`src/rtl/mem_bus_pkg.sv`:
```
// -----------------------------------------------------------------------------
// mem_bus_pkg
// Shared types and widths for the memory bus arbiter and its watchdog.
//   state_e : arbiter sequencing states (IDLE -> BUS -> RESP -> IDLE)
//   owner_e : which port owns the transaction currently on the bus
//   XLEN    : address/data width
//   STRB_W  : byte-enable width
//   WDOG_W  : width of the bus timeout counter
// -----------------------------------------------------------------------------
package mem_bus_pkg;

   localparam int XLEN   = 32;
   localparam int STRB_W = 4;
   localparam int WDOG_W = 16;

   typedef enum logic [1:0] {
      IDLE,
      BUS,
      RESP
   } state_e;

   typedef enum logic {
      OWN_FETCH,
      OWN_DATA
   } owner_e;

endpackage

```
`src/rtl/bus_watchdog.sv`:
```
// -----------------------------------------------------------------------------
// bus_watchdog
// Counts bus cycles spent waiting for an acknowledge and flags expiry so the
// arbiter can abort a transaction whose slave never answers.
// Ports:
//   clk_i       : clock
//   reset_i     : synchronous active-high reset
//   clear_i     : a new transaction is entering the bus; restart the count
//   active_i    : arbiter is in its bus phase this cycle
//   bus_ready_i : slave acknowledge
//   expired_o   : this is the last tolerated wait cycle and no acknowledge came
// -----------------------------------------------------------------------------
module bus_watchdog
   import mem_bus_pkg::*;
#(
   parameter int TIMEOUT_CYCLES = 255
) (
   input  logic clk_i,
   input  logic reset_i,
   input  logic clear_i,
   input  logic active_i,
   input  logic bus_ready_i,
   output logic expired_o
);

   localparam logic [WDOG_W-1:0] LastCount = WDOG_W'(TIMEOUT_CYCLES - 1);

   logic [WDOG_W-1:0] count_q;
   logic [WDOG_W-1:0] count_d;

   // The count starts at zero on the first bus cycle, so comparing against
   // TIMEOUT_CYCLES-1 gives exactly TIMEOUT_CYCLES bus cycles before abort.
   always_comb begin
      count_d = count_q;
      if (clear_i) begin
         count_d = '0;
      end else if (active_i && !bus_ready_i) begin
         count_d = count_q + WDOG_W'(1);
      end
   end

   // Plain register for the wait counter.
   always_ff @(posedge clk_i) begin
      if (reset_i) begin
         count_q <= '0;
      end else begin
         count_q <= count_d;
      end
   end

   // An acknowledge in the final cycle still wins over the abort.
   assign expired_o = active_i && !bus_ready_i && (count_q == LastCount);

endmodule

```
`src/rtl/mem_bus_arbiter.sv`:
```
// -----------------------------------------------------------------------------
// mem_bus_arbiter
// Shares one memory bus between the instruction fetch port and the memory
// stage data port. Each access is one bus transaction: grant, wait for the
// slave acknowledge, then a single-cycle response pulse back to the owner.
// Data always wins over fetch; a flush from the hazard unit discards any
// in-flight fetch response without abandoning the bus transaction itself.
//
// Optional feature: define BUS_TIMEOUT_EN to abort a bus transaction after
// TIMEOUT_CYCLES unacknowledged cycles, reporting it through *_error.
//
// Ports:
//   clk, reset                    : clock, synchronous active-high reset
//   fetch_req/fetch_addr          : fetch request and word address
//   fetch_data/ready/error        : fetch response (data/error valid with ready)
//   flush                         : invalidate the pending fetch response
//   data_req/we/addr/wdata/strb   : load/store request
//   data_rdata/ready/error        : data response (rdata/error valid with ready)
//   bus_valid/addr/we/wdata/strb  : bus request side, stable for a transaction
//   bus_ready/bus_rdata           : slave acknowledge and read data
// -----------------------------------------------------------------------------
module mem_bus_arbiter
   import mem_bus_pkg::*;
#(
   parameter int TIMEOUT_CYCLES = 255
) (
   input  logic              clk,
   input  logic              reset,
   input  logic              fetch_req,
   input  logic [XLEN-1:0]   fetch_addr,
   output logic [XLEN-1:0]   fetch_data,
   output logic              fetch_ready,
   output logic              fetch_error,
   input  logic              flush,
   input  logic              data_req,
   input  logic              data_we,
   input  logic [XLEN-1:0]   data_addr,
   input  logic [XLEN-1:0]   data_wdata,
   input  logic [STRB_W-1:0] data_strb,
   output logic [XLEN-1:0]   data_rdata,
   output logic              data_ready,
   output logic              data_error,
   output logic              bus_valid,
   output logic [XLEN-1:0]   bus_addr,
   output logic              bus_we,
   output logic [XLEN-1:0]   bus_wdata,
   output logic [STRB_W-1:0] bus_strb,
   input  logic              bus_ready,
   input  logic [XLEN-1:0]   bus_rdata
);

   state_e              state_q;
   owner_e              owner_q;
   logic                drop_q;
   logic                err_q;
   logic                bus_valid_q;
   logic [XLEN-1:0]     bus_addr_q;
   logic                bus_we_q;
   logic [XLEN-1:0]     bus_wdata_q;
   logic [STRB_W-1:0]   bus_strb_q;
   logic [XLEN-1:0]     fetch_data_q;
   logic [XLEN-1:0]     data_rdata_q;
   logic                timeout_hit;

`ifdef BUS_TIMEOUT_EN
   logic enter_bus;

   // A grant in IDLE is the only way into BUS, so it doubles as the
   // watchdog restart.
   assign enter_bus = (state_q == IDLE) && (data_req || (fetch_req && !flush));

   bus_watchdog #(
      .TIMEOUT_CYCLES(TIMEOUT_CYCLES)
   ) u_bus_watchdog (
      .clk_i       (clk),
      .reset_i     (reset),
      .clear_i     (enter_bus),
      .active_i    (state_q == BUS),
      .bus_ready_i (bus_ready),
      .expired_o   (timeout_hit)
   );
`else
   assign timeout_hit = 1'b0;
`endif

   // Sequencer: grants in IDLE with data taking priority, holds the latched
   // bus fields through BUS, captures read data into the owner's response
   // register, and spends exactly one RESP cycle before returning to IDLE.
   // No grant is made in RESP, so a requester still holding its request on
   // its ready cycle is not served twice.
   always_ff @(posedge clk) begin
      if (reset) begin
         state_q      <= IDLE;
         owner_q      <= OWN_FETCH;
         drop_q       <= 1'b0;
         err_q        <= 1'b0;
         bus_valid_q  <= 1'b0;
         bus_addr_q   <= '0;
         bus_we_q     <= 1'b0;
         bus_wdata_q  <= '0;
         bus_strb_q   <= '0;
         fetch_data_q <= '0;
         data_rdata_q <= '0;
      end else begin
         case (state_q)
            IDLE: begin
               drop_q <= 1'b0;
               err_q  <= 1'b0;
               if (data_req) begin
                  owner_q     <= OWN_DATA;
                  bus_addr_q  <= data_addr;
                  bus_we_q    <= data_we;
                  bus_wdata_q <= data_wdata;
                  bus_strb_q  <= data_strb;
                  bus_valid_q <= 1'b1;
                  state_q     <= BUS;
               end else if (fetch_req && !flush) begin
                  owner_q     <= OWN_FETCH;
                  bus_addr_q  <= fetch_addr;
                  bus_we_q    <= 1'b0;
                  bus_wdata_q <= '0;
                  bus_strb_q  <= '1;
                  bus_valid_q <= 1'b1;
                  state_q     <= BUS;
               end
            end
            BUS: begin
               // The fetch transaction keeps running on the bus; only its
               // response is thrown away later.
               if ((owner_q == OWN_FETCH) && flush) begin
                  drop_q <= 1'b1;
               end
               if (bus_ready) begin
                  bus_valid_q <= 1'b0;
                  state_q     <= RESP;
                  if (owner_q == OWN_FETCH) begin
                     fetch_data_q <= bus_rdata;
                  end else begin
                     data_rdata_q <= bus_rdata;
                  end
               end else if (timeout_hit) begin
                  bus_valid_q <= 1'b0;
                  err_q       <= 1'b1;
                  state_q     <= RESP;
                  if (owner_q == OWN_FETCH) begin
                     fetch_data_q <= '0;
                  end else begin
                     data_rdata_q <= '0;
                  end
               end
            end
            RESP: begin
               drop_q  <= 1'b0;
               state_q <= IDLE;
            end
            default: begin
               bus_valid_q <= 1'b0;
               state_q     <= IDLE;
            end
         endcase
      end
   end

   // The fetch pulse is also gated by a flush arriving in the RESP cycle
   // itself, which the drop flag cannot have seen yet.
   assign fetch_ready = (state_q == RESP) && (owner_q == OWN_FETCH) && !drop_q && !flush;
   assign data_ready  = (state_q == RESP) && (owner_q == OWN_DATA);
   assign fetch_error = fetch_ready && err_q;
   assign data_error  = data_ready && err_q;

   assign fetch_data = fetch_data_q;
   assign data_rdata = data_rdata_q;
   assign bus_valid  = bus_valid_q;
   assign bus_addr   = bus_addr_q;
   assign bus_we     = bus_we_q;
   assign bus_wdata  = bus_wdata_q;
   assign bus_strb   = bus_strb_q;

endmodule
```
`config.mk`:
```
export PLATFORM = sky130hd
export DESIGN_NAME = mem_bus_arbiter
export DESIGN_NICKNAME = d
export VERILOG_FILES = /design/src/rtl/mem_bus_pkg.sv /design/src/rtl/bus_watchdog.sv /design/src/rtl/mem_bus_arbiter.sv
export SDC_FILE = /design/constraint.sdc
export NUM_CORES = 1
export LEC_CHECK = 0
export CORE_AREA = 2 2 95 142
export DETAILED_ROUTE_END_ITERATION = 16
export DIE_AREA = 0 0 97 144
export PLACE_DENSITY = 0.84
export SYNTH_ARGS = -nofsm -noshare
export SYNTH_HDL_FRONTEND = slang
export SYNTH_SLANG_ARGS = --single-unit
```
`constraint.sdc`:
```
create_clock -name clk -period 2.25 [get_ports clk]
set_input_delay 0.5625 -clock clk [delete_from_list [all_inputs] [get_ports clk]]
set_output_delay 0.5625 -clock clk [all_outputs]
set_load 0.01 [all_outputs]
```
## Yosys cells after proc, flatten, opt, wreduce, memory -nomap -nowiden

Index checks and enable logic that the tools add are counted.

| operators by class | value |
|---|---|
| equality and inequality tests | 5 |
| multiplexer cells | 19 |
| bitwise gates (word level) | 2 |
| reductions and logical operators | 18 |

Operators by type and width:

| operator | number |
|---|---|
| $mux 32 | 4 |
| $reduce_and 3->1 | 3 |
| $mux 4 | 2 |
| $mux 1 | 7 |
| $logic_and 1x1->1 | 6 |
| $mux 2 | 3 |
| $reduce_and 2->1 | 3 |
| $ne 2x2->1 const B | 2 |
| $pmux 2 s2 | 1 |
| $reduce_bool 2->1 | 2 |
| $ne 3x3->1 const B | 1 |
| $pmux 1 s3 | 1 |
| $eq 2x1->1 const B | 1 |
| $eq 2x2->1 const B | 1 |
| $logic_not 1->1 | 2 |
| $logic_not 2->1 | 1 |
| $not 1->1 | 2 |
| $pmux 1 s2 | 1 |
| $reduce_or 2->1 | 1 |

| storage, ports and cells | value |
|---|---|
| register bits after elaboration | 138 |
| input bits | 139 |
| output and inout bits | 138 |
| word-level logic and storage cells | 54 |

## Longest topological paths before layout

Gate-level depths: netlist of the first run.

| logic depth | value |
|---|---|
| depth in word-level cells | 5 |
| mapped depth | 6 |
| gate-level depth less buffers | 3 |

## Worst setup path before layout of the first run

No wires, ideal clock.

| path | value |
|---|---|
| path type | input to register |
| start | input port data_req |
| end | register bus_addr_q[17] (netlist: bus_addr[17]) |
| library setup time | 0.123 ns |
| arrival | 1.536 ns |
| required time | 2.127 ns |
| path slack | 0.591 ns |
| stages on the path | 5 |
| path through | buf_4 o21ai_1 buf_2 buf_6 mux2_1 |

| between the ends | value |
|---|---|
| longest elaborated chain between the ends | 2 |
| elaborated cells between the ends (all ways) | 3 |
| those cells by class | mux: 1; reduce/logical: 2 |

Ends and longest elaborated chain:

| what | line | RTL |
|---|---|---|
| from (decl) | mem_bus_arbiter.sv:35 | `input logic data_req,` |
| $reduce_bool 2->1 (no source line) | -- |  |
| $reduce_and 2->1 (no source line) | -- |  |
| to (signal assigned) | mem_bus_arbiter.sv:111 | `bus_addr_q <= data_addr;` |
| to (signal assigned) | mem_bus_arbiter.sv:119 | `bus_addr_q <= fetch_addr;` |
| to (decl) | mem_bus_arbiter.sv:57 | `logic [XLEN-1:0] bus_addr_q;` |

Several ways; a longest one is shown, not always the timed one.
A chain may end at the register's enable or synchronous reset.

## Worst setup path after layout of the first run

| path | value |
|---|---|
| start | input port flush |
| end | output port fetch_ready |

| between the ends | value |
|---|---|
| longest elaborated chain between the ends | 2 |

Ends and longest elaborated chain:

| what | line | RTL |
|---|---|---|
| from (decl) | mem_bus_arbiter.sv:34 | `input logic flush,` |
| $logic_not 1->1 | mem_bus_arbiter.sv:166 | `assign fetch_ready = (state_q == RESP) && (owner_q == OWN_FETCH) && !drop_q && !flush;` |
| $logic_and 1x1->1 | mem_bus_arbiter.sv:166 |  |
| to (decl) | mem_bus_arbiter.sv:32 | `output logic fetch_ready,` |

Every way passes these cells.

==> results of run 1 <==
sequential cells by signal, summed over array words and instances, names as in the netlist:
name	count
bus_addr	32
bus_strb	4
bus_valid	1
bus_wdata	32
bus_we	1
data_rdata	32
drop_q	1
fetch_data	32
owner_q	1
state_q	2
kinds of logic after synthesis:
kind of cell    count (synthesis)  synth area share (%)
simple gates                  213                  17.8
mux                            64                  12.7
flops                         138                  51.5
other cells                     1                0.0699
buf+inv                        54                  5.18
compound gates                109                  12.7
layer usage:
layer  vias to the layer above  global-route usage (%)
met5                         -                       0
met4                         0                    11.1
met3                        45                    6.43
met2                       205                    39.8
met1                      2289                    25.0
li1                       2464                       -
area by class of cell:
class	instances	area, um2
Fill cell	985	3980
Clock inverter	15	133
Timing Repair Buffer	292	2950
Sequential cell	138	2760
Inverter	5	18.8
Multi-Input combinational cell	388	2360
Clock buffer	17	425
Tap cell	159	199
worst paths after layout:
check                  from              to  cells after the start
max                   flush     fetch_ready                      3
min          fetch_data[11]  fetch_data[11]                      2
max reg2reg      state_q[1]   bus_wdata[20]                      4
min reg2reg  fetch_data[11]  fetch_data[11]                      2
through the flow:
stage,utilization (%),hold WS (ns),setup TNS (ns),instances
finish,68.9,0.452,0,1014
global placement,64.6,0.441,-0.127,982
CTS,68.9,0.454,0,1014
global route,68.9,0.465,0,1014
floorplan,-,0.475,0,580
detailed placement,64.6,0.446,-0.150,982
report_power, final:
group          total (mW)  internal, mW  switching, mW
Combinational        1.09         0.657          0.433
Sequential           2.67          2.59         0.0759
Clock                2.64          1.45           1.19
Total                6.40          4.70           1.70
worst max-delay path: cells and delay by family:
family / cells / cell delay [ns]
buffers and inverters: 2 / 0.72
AND/OR/NAND/NOR: 1 / 0.24
cells in the final DEF (no fill, tap or decap), drive strengths merged, types with 17 or more instances in the layout:
cell and count:
dfxtp 138, buf 20, clkdlybuf4s50 270, a21oi 68
mux2i 32, a22o 33, mux2 32, clkbuf 17
nand2 129, nor2 40, nor2b 33
==> flow_metrics.tcl, run 1 <==
set metrics [dict create \
    track_usage_pct 22.6 \
    required_ns 1.69 \
    arrival_ns 1.53 \
    fin_worst_skew_ns 0.00849 \
    finalCritPeriodShare_pct 93.0 \
    h-tree-depth 4 \
    initial_core_util_pct 41.8 \
    wl_per_cell_um 15.7 \
    rsz0062_at_grt "false" \
    drive_above_1_share_pct 9.01 \
    drtIter0Drc 170 \
    placed_cell_area_mm2 0.00828 \
    grt_pass1_wl_um 25100 \
    holdBufCountCts 0 \
    worstPathMaxFanout 2 \
    wl_met1_um 6030 \
    design.core.area_mm2 0.0128 \
    yosysWarningCount 0 \
    synth.most_common_cell "dfxtp_1" \
    wl_um 15900 \
    dr_total_vias 5003 \
    route.met3.wl_um 1050 \
    status "finished clean" \
    ys_top_cells_by_area "dfxtp_1 52%, nand2_1 9.0%, a21oi_1 6.3%" \
    place.gp.congestion 0.812 \
    synth_top_area_share_pct 51.5 \
    die_x_um 97 \
    final_max_slew_viol_count 0 \
    synth_edf_count 0 \
    p_leak_nw 3.41 \
    nNetsFinal 981 \
    post-cts-setup-buffer-count 0 \
    maxCapViolCount 0 \
    row_count 51 \
    dp_slack_ns -0.150 \
    diodes 0 \
    wl_met2_um 8270 \
    power_mw 6.40 \
    die_area_mm2 0.0140 \
    power.density_mw_per_mm2 723 \
    portBuffers 274 \
    cp-end-kind "primary output" \
    cts_buffers 17 \
    crit_chain "clkdlybuf4s50_1 -> nor4_1 -> dlygate4sd2_1" \
    overflow 0 \
    final_cell_area_mm2 0.00884 \
    hold_violations 0 \
    ioPinCount 277 \
    ys.flop_type "dfxtp_1" \
    clock_sinks 138 \
    vias_per_cell 4.93 \
    worstSkewPairLatency_ns 0.41 \
    holdCritPathClass "register to register" \
    fmax_ghz 0.478 \
    setup_slack_ns 0.158 \
    ys_async_sr_fraction_pct 0 \
    period_needed_ns 2.09 \
    avgSynthCellArea_um2 9.26 \
    cp-start-kind "input pin" \
    ir_drop_mv 0.432 \
    slowest_delay_ns 0.42 \
    ys_types 33 \
    ant_nets 0 \
    area_growth_pct 64.9 \
    cts_buffer_depth 2 \
    dr.max_layer_used "met4" \
    grt_max_degree 95 \
    setup_viol 0 \
    cts_tree "built" \
    cts_root_buf "clkbuf_16" \
    cpMaxStageDelayCell "clkdlybuf4s50_1" \
    synth_area_mm2 0.00536 \
    grt_pass1_vias 4845 \
    clk_pin_slew_worst_paths_ns 0.06 \
    drt_pass1_iterations 5 \
    synth_top_area_cell "dfxtp_1" \
    rrSetupSlack_ns 0.50 \
    hpwl_um 11500 \
    drc_errors 0 \
    yosysSeqAreaShare_pct 51.5 \
    fp.dieH_um 144 \
    synth_cells 579 \
    antenna_found_initial 0 \
    synth_seq_cells 138 \
    synth_commonest_cells "138 x dfxtp_1, 129 x nand2_1, 68 x a21oi_1, 38 x nor2_1" \
    cts_resized 2 \
    path_class "input pin to primary output" \
]
No activity file was read; power rests on OpenSTA's default activity.
==> run 2, diff against run 1 <==
REMOVE_ABC_BUFFERS = 1   (was default)
==> flow_metrics.tcl, run 2 (synthesis gave the netlist of run 1 again) <==
set metrics [dict create \
    status "finished clean" \
    grt_pass1_wl_um 24200 \
    holdCritPathClass "input pin to register" \
    slowest_delay_ns 0.57 \
    h-tree-depth 4 \
    die_x_um 97 \
    rsz0062_at_grt "false" \
    cp_top_family "buffers and inverters" \
    cts_root_buf "clkbuf_16" \
    initial_core_util_pct 41.8 \
    whs_ns 0.440 \
    crit_chain "inv_1 -> nor2_1 -> clkdlybuf4s50_1" \
    multi_input_area_mm2 0.00236 \
    cts_tree "built" \
    row_count 51 \
    arrival_ns 1.60 \
    grt_max_degree 97 \
    ioPinCount 277 \
    required_ns 1.69 \
    seqCellArea_mm2 0.00276 \
    fin_worst_skew_ns 0.00813 \
    maxCapViolCount 0 \
    finalCritPeriodShare_pct 96.0 \
    power.density_mw_per_mm2 758 \
    final_max_slew_viol_count 0 \
    area_growth_pct 65.6 \
    holdBufCountCts 0 \
    dp.cells 977 \
    portBuffers 274 \
    worst_setup_path_startpoint "owner_q" \
    place.gp.congestion 0.784 \
    antenna_found_initial 1 \
    drive_above_1_share_pct 8.35 \
    hold_violations 0 \
    fp.dieH_um 144 \
    dp_slack_ns -0.117 \
    layout_commonest_cell "clkdlybuf4s50_1" \
    overflow 0 \
    drt_pass1_iterations 4 \
    worstSkewPairLatency_ns 0.41 \
    drc_errors 0 \
    cp-start-kind "register" \
    r2r-start "state_q[1]" \
    die_area_mm2 0.0140 \
    track_usage_pct 21.6 \
    cts_buffers 17 \
    min-delay-start "reset" \
    setup_viol 0 \
    post-route-util_pct 69.2 \
    nNetsFinal 976 \
    vias_per_cell 4.91 \
    fmax_ghz 0.463 \
    wl_um 15600 \
    path_class "register to primary output" \
    grt_pass1_vias 4753 \
    p_leak_nw 3.41 \
    wl_per_cell_um 15.5 \
    clk_pin_slew_worst_paths_ns 0.06 \
    worstPathMaxFanout 7 \
    dr_total_vias 4962 \
    design.core.area_mm2 0.0128 \
    setup_slack_ns 0.0893 \
    period_needed_ns 2.16 \
    hpwl_um 11000 \
    ant_nets 0 \
    layout.cells.most_common_list "271 x clkdlybuf4s50_1, 137 x dfxtp_1, 129 x nand2_1" \
    cts_buffer_depth 2 \
    clock_sinks 138 \
    post-cts-setup-buffer-count 0 \
    finalNonFillerCells 1010 \
    cpMaxStageDelayCell "clkdlybuf4s50_1" \
    fill_cells 991 \
    drtIter0Drc 147 \
    ir_drop_mv 0.469 \
    cp-end-kind "primary output" \
    cp_num_buf_inv 2 \
]
-- run 2: cell count changes in the layout (fill, tap and decap cells not counted), sizes merged --
cell           previous run  this run
buf                      20        15
inv                      14         9
bufinv                    0         4
clkinvlp                  5         2
clkbuf                   17        19
clkinv                    1         3
clkdlybuf4s50           270       271
diode                     0         1
dlymetal6s2s              1         0
-- run 2: per-stage QoR --
stage	total power, mW	setup TNS (ns)	cell area [um2]
detailed placement	3.79	-0.117	8250
CTS	6.78	0	8880
finish	6.73	0	8880
global placement	3.77	-0.0840	8250
floorplan	3.08	-56.92	5110
global route	6.97	0	8880
-- run 2: path summary, 6_finish.rpt --
check / end / slack, ns / cells past startpoint
hold reg to reg: bus_valid / 0.45 / 2
setup reg to reg: bus_wdata[16] / 0.51 / 4
hold / removal: owner_q / 0.44 / 2
setup / recovery: data_ready / 0.09 / 3
-- run 2: layout make-up --
type,instances,area share (%)
antenna,1,0.0282
clock buffer,19,4.99
clock inverter,13,2.13
inverter,5,0.211
multi-input combinational,388,26.5
sequential,138,31.1
tap,159,2.24
timing repair buffer,287,32.7
-- run 2: power breakdown --
| part | switching [mW] | internal [mW] |
|---|---|---|
| sequential | 0.0757 | 2.59 |
| combinational | 0.428 | 0.645 |
| clock | 1.09 | 1.90 |
| total | 1.60 | 5.13 |
-- run 2: timing repair --
item / 4_1_cts / 5_1_grt
endpoints found under the hold margin: 0 / 0
resized for setup: 2 / 0
endpoints found under the setup margin: 2 / 0
-- run 2: per-layer routing --
layer / vias to the layer above / global-route usage (%) / wire length (um)
met4: 0 / 9.56 / 432
li1: 2456 / - / -
met1: 2287 / 24.5 / 6090
met3: 25 / 5.41 / 986
met2: 194 / 38.5 / 8140
met5: - / 0 / 0
